## src/rtl/nor_bist_pkg.sv

```systemverilog
// Shared encodings for the NOR unit self-test engine.
package nor_bist_pkg;

    localparam logic [1:0] ST_IDLE = 2'd0;
    localparam logic [1:0] ST_WAIT = 2'd1;
    localparam logic [1:0] ST_DONE = 2'd2;

    typedef enum logic [1:0] {
        IDLE = ST_IDLE,
        WAIT = ST_WAIT,
        DONE = ST_DONE
    } state_t;

    localparam int SETTLE_MAX = 15;
    localparam int SETTLE_W   = $clog2(SETTLE_MAX + 1);

endpackage

```

## src/rtl/nor_vec_counter.sv

```systemverilog
// Operand-pair generator: op2 is the inner counter, op1 advances when op2 wraps.
module nor_vec_counter #(
    parameter int WIDTH = 4
) (
    input  logic             i_clk,
    input  logic             i_rst_n,
    input  logic             clr,
    input  logic             inc,
    output logic [WIDTH-1:0] op1,
    output logic [WIDTH-1:0] op2,
    output logic             last
);

    always_ff @(posedge i_clk or negedge i_rst_n) begin
        if (!i_rst_n) begin
            op1 <= '0;
            op2 <= '0;
        end else if (clr) begin
            op1 <= '0;
            op2 <= '0;
        end else if (inc) begin
            op2 <= op2 + 1'b1;
            if (&op2) op1 <= op1 + 1'b1;
        end
    end

    assign last = &{op1, op2};

endmodule

```

## src/rtl/nor_bist_engine.sv

```systemverilog
// Exhaustive sweep of a WIDTH-bit NOR unit with settle delay, error count and first-fail capture.
module nor_bist_engine
    import nor_bist_pkg::*;
#(
    parameter int WIDTH  = 4,
    parameter int SETTLE = 1,
    parameter int CNT_W  = 2*WIDTH + 1
) (
    input  logic               i_clk,
    input  logic               i_rst_n,
    input  logic               i_start,
    input  logic               i_abort,
    output logic [WIDTH-1:0]   o_op1,
    output logic [WIDTH-1:0]   o_op2,
    input  logic [WIDTH-1:0]   i_res,
    output logic               o_busy,
    output logic               o_done,
    output logic [CNT_W-1:0]   o_err_cnt,
    output logic               o_err_flag,
    output logic [3*WIDTH-1:0] o_first_err
);

    localparam logic [SETTLE_W-1:0] SETTLE_L = SETTLE_W'(SETTLE);

    state_t              state;
    logic [SETTLE_W-1:0] settle_cnt;
    logic                cmp_edge;
    logic                vc_clr;
    logic                vc_inc;
    logic                last;
    logic                mismatch;

    // Abort outranks both the start edge and the compare edge.
    assign cmp_edge = (state == WAIT) && !i_abort && (settle_cnt == '0);
    assign vc_clr   = (state != WAIT) && i_start && !i_abort;
    assign vc_inc   = cmp_edge && !last;
    assign mismatch = i_res != ~(o_op1 | o_op2);

    nor_vec_counter #(.WIDTH(WIDTH)) u_vec (
        .i_clk   (i_clk),
        .i_rst_n (i_rst_n),
        .clr     (vc_clr),
        .inc     (vc_inc),
        .op1     (o_op1),
        .op2     (o_op2),
        .last    (last)
    );

    always_ff @(posedge i_clk or negedge i_rst_n) begin
        if (!i_rst_n) begin
            state       <= IDLE;
            settle_cnt  <= '0;
            o_err_cnt   <= '0;
            o_err_flag  <= 1'b0;
            o_first_err <= '0;
        end else begin
            case (state)
                IDLE, DONE: begin
                    if (i_abort) begin
                        state <= IDLE;
                    end else if (i_start) begin
                        state       <= WAIT;
                        settle_cnt  <= SETTLE_L;
                        o_err_cnt   <= '0;
                        o_err_flag  <= 1'b0;
                        o_first_err <= '0;
                    end
                end
                WAIT: begin
                    if (i_abort) begin
                        state <= IDLE;
                    end else if (settle_cnt != '0) begin
                        settle_cnt <= settle_cnt - 1'b1;
                    end else begin
                        if (mismatch) begin
                            o_err_cnt <= o_err_cnt + 1'b1;
                            if (!o_err_flag) begin
                                o_err_flag  <= 1'b1;
                                o_first_err <= {o_op1, o_op2, i_res};
                            end
                        end
                        settle_cnt <= SETTLE_L;
                        if (last) state <= DONE;
                    end
                end
                default: state <= IDLE;
            endcase
        end
    end

    assign o_busy = (state == WAIT);
    assign o_done = (state == DONE);

endmodule

```

## config.mk

```make
export PLATFORM = sky130hd
export DESIGN_NAME = nor_bist_engine
export DESIGN_NICKNAME = d
export VERILOG_FILES = /design/src/rtl/nor_bist_pkg.sv /design/src/rtl/nor_vec_counter.sv /design/src/rtl/nor_bist_engine.sv
export SDC_FILE = /design/constraint.sdc
export NUM_CORES = 1
export LEC_CHECK = 0
export ABC_AREA = 1
export ABC_CLOCK_PERIOD_IN_PS = 1500
export CAP_MARGIN = 0
export CORE_MARGIN = 1
export CORE_UTILIZATION = 47
export CTS_CLUSTER_SIZE = 16
export DETAILED_ROUTE_END_ITERATION = 8
export PLACE_DENSITY = 0.77
export SKIP_LAST_GASP = 1
export SLEW_MARGIN = 40
export SYNTH_ARGS = -nofsm -noshare
export SYNTH_HDL_FRONTEND = slang
export SYNTH_HIERARCHICAL = 1
export SYNTH_SLANG_ARGS = --single-unit
```

## constraint.sdc

```tcl
create_clock -name i_clk -period 1.5 [get_ports i_clk]
set_input_delay 0.45 -clock i_clk [delete_from_list [all_inputs] [get_ports i_clk]]
set_output_delay 0.45 -clock i_clk [all_outputs]
set_load 0.05 [all_outputs]
```

; ---- Yosys cells after proc, flatten, opt, wreduce, memory -nomap -nowiden
; Cells that the tools add are included.
[word_totals]
regBits = 36
out_inout_bits = 32
in_bits = 8
elab_cells = 82
[classes]
n_bitwise = 2
eq_ne = 13
muxes = 35
addsub = 4
n_reduce_logical = 21
[ops]
columns = op, count
row1 = $mux W12, 6
row2 = $mux W9, 5
row3 = $mux W4, 9
row4 = $pmux W12 S2, 1
row5 = $pmux W9 S2, 1
row6 = $mux W2, 5
row7 = $ne A2 B2 Y1 const B, 5
row8 = $add A9 B1 Y9 const B, 1
row9 = $add A4 B1 Y4 const B, 2
row10 = $pmux W4 S2, 1
row11 = $reduce_and A4 Y1, 2
row12 = $reduce_and A8 Y1, 1
row13 = $reduce_and A7 Y1, 1
row14 = $ne A3 B3 Y1 const B, 2
row15 = $reduce_and A6 Y1, 1
row16 = $reduce_bool A2 Y1, 3
row17 = $logic_and A1 B1 Y1, 5
row18 = $mux W1, 5
row19 = $logic_not A4 Y1, 1
row20 = $ne A2 B1 Y1 const B, 2
row21 = $ne A4 B4 Y1, 1
row22 = $not A4 Y4, 1
row23 = $or A4 B4 Y4, 1
row24 = $pmux W2 S2, 1
row25 = other kinds (11), 12

; ---- Logic depth before layout (Yosys ltp)
[depth]
ltp_word = 7
depth_mapped = 10
mapped_depth_nobuf = 10

; ---- By module
; Netlist, hierarchy kept.
[modules_own_cells]
columns = module, n_inst, area_per_inst_um2, cells_per_inst, seq_area_each_um2
row1 = nor_bist_engine, 1, 1690.4, 246, 700.7
row2 = nor_vec_counter, 1, 421.7, 50, 200.2

; ---- Least setup slack after synthesis
; Ideal clock, no wire load.
[synth_timing]
path_type = register to register
from = register u_vec.op2[0]
to = register u_vec.op2[3]
setup_time_ns = 0.119
path_stages_with_launch = 10
n_path_buf = 0
path_slack_ns = -0.476
arrival_ns = 1.857
required_ns = 1.381
period_less_slack_ns = 1.976
path_cell_list = dfrtp_1 ha_1 nand3_2 nor3_1 nor3_1 nand2_1 nor3_2 nand2_1 nand2_1 nor2_1
[synth_between]
elab_chain_cells = 4
elab_cells_between_ends = 7
cone_classes = add/sub: 1 / mux: 2 / reduce/logical: 4
[synth_rtl]
columns = item, line_no
row1 = from (decl), nor_vec_counter.sv:10  ; output logic [WIDTH-1:0] op2,
row2 = from (signal assigned), nor_vec_counter.sv:22  ; op2 <= op2 + 1'b1;
row3 = $reduce_and A8 Y1, nor_vec_counter.sv:27  ; assign last = &{op1, op2};
row4 = named net last, nor_bist_engine.sv:30  ; logic last;
row5 = $logic_not A1 Y1, nor_bist_engine.sv:36  ; assign vc_inc = cmp_edge && !last;
row6 = $logic_and A1 B1 Y1, nor_bist_engine.sv:36
row7 = named net vc_inc, nor_bist_engine.sv:29  ; logic vc_inc;
row8 = $reduce_bool A2 Y1 (no line), -
; The timed path passes the listed nets, and every way through them passes these cells. The select of a mux whose other input is x is not followed.
; A chain may end at the register's enable or synchronous reset.

; ---- Final worst setup path
[layout_timing]
from = register u_vec.op1[1]
to = register o_err_cnt[4]
[layout_between]
elab_chain_cells = 5
[layout_rtl]
columns = item, line_no
row1 = from (decl), nor_vec_counter.sv:9  ; output logic [WIDTH-1:0] op1,
row2 = from (signal assigned), nor_vec_counter.sv:23  ; if (&op2) op1 <= op1 + 1'b1;
row3 = $or A4 B4 Y4, nor_bist_engine.sv:37  ; assign mismatch = i_res != ~(o_op1 | o_op2);
row4 = $not A4 Y4, nor_bist_engine.sv:37
row5 = $ne A4 B4 Y1, nor_bist_engine.sv:37
row6 = $ne A2 B1 Y1 (no line), -
row7 = $reduce_and A6 Y1 (no line), -
row8 = to (signal assigned), nor_bist_engine.sv:76  ; o_err_cnt <= o_err_cnt + 1'b1;
row9 = to (decl), nor_bist_engine.sv:18  ; output logic [CNT_W-1:0] o_err_cnt,
; Every way passes these cells.

==> out/results.tsv <==
stage	metric	value	unit
die	die_h	69.0	um
worst_setup_path	max_stage_delay	0.46	ns
layout	syn_to_final_growth	92.1	%
timing	setup_slack	-0.365	ns
timing	max_freq	0.536	GHz
synthesis	yosysTopAreaCellShare	42.7	%
power_and_ir_drop	pwr-share-seq	23.3	%
clocking	cts.sinks	36	
synthesis	postSynth.asyncResetShare	100	%
clocking	cts_inserted_buffers	5	
placed_design	gp_congestion	0.808	
run_status	status	complete, but fails checks	
worst_setup_path	crit_path_end_kind	flop	
hold_path	hold_class	input port to asynchronous set/reset pin	
synthesis	synth_top_area_cell	dfrtp_1	
global_route	grt_pass1_wl	11900	um
power_and_ir_drop	powerDensity	1500	mW/mm^2
power_and_ir_drop	power.leakage	1.93	nW
layout	fillers	134	
clocking	insertion_delay	0.31	ns
synthesis	synthTopCellsByCount	nand2_1 (92), nor2_1 (46), dfrtp_1 (36)	
power_and_ir_drop	ir_worst_vdd	1.47	mV
synthesis	synthesis.nets	309	
routing	routedWlPerCell	24.3	um
timing	finClkSkew	0.0198	ns
global_route	grt_usage	31.9	%
global_route	overflow	0	
routing	ant_nets	0	
synthesis	ys_ff_latch	36	
clocking	path_clk_slew	0.09	ns
routing	first_pass_iters	8	
worst_setup_path	critPathKind	flop to flop	
die	die_width	69.0	um
clocking	ctsHoldBuffers	0	
placed_design	hpwl	4140	um
synthesis	synth_warnings	6	
die	start_util	48.8	%
power_and_ir_drop	pwr-share-clk	14.8	%
worst_setup_path	critical_path.cell_chain	buf_12, o21ai_1, nand2_2, nor2_4, nand2_8, buf_6, nand2_4, nand2_1, nand2_1	
run_status	violations	negative setup slack	
placed_design	dpl_cell_area	0.00320	sq mm
timing	setup_violations	46	
synthesis	syn_area_per_cell	7.14	sq um
die	rows	24	
global_route	grt_start_max_net_pins	37	
run	maxCapViolCount	0	
clocking	cts_tree	done	
worst_setup_path	crit_slowest_cell	dfrtp_2	
routing	drt_iter0_drc	627	
die	core	0.00432	sq mm
die	pin_count	40	
die	dieArea	0.00477	sq mm
placed_design	dp.cells	417	
synthesis	synth-edff-count	0	
worst_setup_path	cp_max_fo	7	
worst_setup_path	critPathRequiredTime	1.72	ns
layout	layout-drive-gt1-share	51.2	%
layout	stdcell_area	0.00406	sq mm
power_and_ir_drop	pwr-share-comb	61.9	%
global_route	grt_pass1_vias	2425	
synthesis	ys.flop_type	dfrtp_1	
clocking	root_buffer	clkbuf_8	
timing	worst_pin_slew	0.339	ns
power_and_ir_drop	intPower	3.29	mW
power_and_ir_drop	p_sw	2.80	mW
timing	slew_headroom	77.2	%
synthesis	synth_cell_type_count	29	
placed_design	port_buffers	39	
timing	grt_setup_unrepaired	true	
routing	post_drt_via_cell_ratio	6.47	
timing	period_share	124	%
routing	drc	0	
global_route	antenna_found_initial	0	
worst_setup_path	cp_num_buf_inv	2	
timing	period_minus_slack	1.86	ns
clocking	clock_path_buffers	2	
synthesis	seq_area_frac_synth	42.7	%
worst_setup_path	cp_data_arrival_time	2.09	ns
power_and_ir_drop	switching_share	46.0	%
synthesis	syn_inst	296	
timing	drv_slew	0	
worst_setup_path	startpoint_type	flop	
layout	layout.cells.non_filler	455	
routing	num_vias	2942	
layout	layout.nets	414	
clocking	htreeDepth	2	
worst_setup_path	path_common_cell	nand2_1	
synthesis	ys_top_cells_by_area	dfrtp_1 (43%), nand2_1 (16%), nor2_1 (8.2%), nand3_1 (8.1%), inv_1 (6.0%)	
worst_setup_path	worst_path_dominant_cell_family	simple AND/OR/NAND/NOR gates	
synthesis	yosysMostFrequentCell	nand2_1	
timing	finalHoldViolCount	0	
synthesis	synth_area	0.00211	sq mm
routing	routed_wirelength	11000	um
[power by group through the flow]
stage,clock network [mW],logic (mW),registers [mW]
global route,0.919,3.86,1.42
CTS,0.860,2.92,1.35
detailed placement,0,2.45,1.36
floorplan,0,1.00,1.66
finish,0.903,3.77,1.42
global placement,0,2.37,1.35
[layout by cell type (no fill, tap or decap), types with 2 or more instances in the layout]
cell type	netlist	final
nand2_1	92	66
buf_12	0	39
nor2_1	46	35
buf_4	1	35
inv_1	34	26
dfrtp_1	36	25
nand3_1	34	22
buf_6	2	22
nand2_2	3	19
nand3_2	1	11
dfrtp_2	0	11
nand2_4	1	10
nor2_4	3	10
inv_2	2	8
nor2_2	1	5
clkbuf_8	0	5
dlygate4sd2_1	0	5
nor3_4	0	4
o21ai_1	0	4
o21ai_2	1	3
nand2_8	0	3
o21ai_0	10	3
nor3b_2	0	3
ha_4	0	3
nand4_1	3	3
inv_4	0	2
nand3_4	0	2
a21oi_2	0	2
or2_2	2	2
ha_1	5	2
[repair_timing]
| item | CTS | global route |
|---|---|---|
| gates cloned | 2 | 1 |
| pin swaps | 16 | 31 |
| gates resized for setup | 50 | 89 |
| setup buffers | 15 | 14 |
| hold endpoints to repair | 0 | 0 |
| setup endpoints to repair | 43 | 47 |
[routing by layer]
layer / part of all wire [%] / global-route usage, % / up-vias / routed length [um]
met5: 0 / 0 / - / 0
met4: 11 / 19.7 / 0 / 1170
met3: 11 / 6.14 / 124 / 1170
met2: 46 / 55.2 / 329 / 5110
met1: 33 / 36.0 / 1346 / 3600
li1: - / - / 1143 / -
[final cells by class]
| type | count | area (sq um) | area share [%] |
|---|---|---|---|
| inverters | 36 | 140 | 3.45 |
| flip-flops and latches | 36 | 915 | 22.5 |
| repair buffers | 103 | 1360 | 33.5 |
| well taps | 52 | 65.1 | 1.60 |
| clock buffers | 5 | 68.8 | 1.70 |
| clock inverters | 3 | 42.5 | 1.05 |
| diodes | 1 | 2.50 | 0.0617 |
| multi-input cells | 219 | 1470 | 36.1 |
[kinds of logic after synthesis]
logic type / Yosys count / synth area share, %
simple gates: 195 / 40.7
buf+inv: 43 / 8.71
flops: 36 / 42.7
compound gates: 16 / 4.56
fa+ha+maj: 5 / 2.96
xor+xnor: 1 / 0.415
[path summary, 6_finish.rpt]
check	startpoint	endpoint	slack, ns	depth (start not counted)
max	u_vec/op1[1]	o_err_cnt[4]	-0.36	9
max reg2reg	u_vec/op1[1]	o_err_cnt[4]	-0.36	9
min	i_rst_n	u_vec/op2[1]	0.50	2
min reg2reg	o_first_err[9]	o_first_err[9]	0.56	2
min in group i_clk	o_first_err[9]	o_first_err[9]	0.56	2
max in group asynchronous	i_rst_n	o_err_cnt[2]	0.77	2
[sequential cells by signal (all words and copies together), names as in the netlist]
register     flops
o_err_cnt        9
o_err_flag       1
o_first_err     12
settle_cnt       4
state            2
u_vec/op1        4
u_vec/op2        4
[through the flow]
step	TNS [ns]	setup WS, ns	utilization [%]	hold slack (ns)	total power [mW]
finish	-9.12	-0.365	93.8	0.496	6.09
floorplan	-0.665	-0.0835	-	0.154	2.66
CTS	-1.04	-0.159	83.0	0.526	5.13
global route	-9.55	-0.359	93.8	0.525	6.20
global placement	-11.52	-0.385	74.0	0.520	3.72
detailed placement	-14.37	-0.477	74.0	0.530	3.81
No activity file was read; power rests on OpenSTA's default activity.
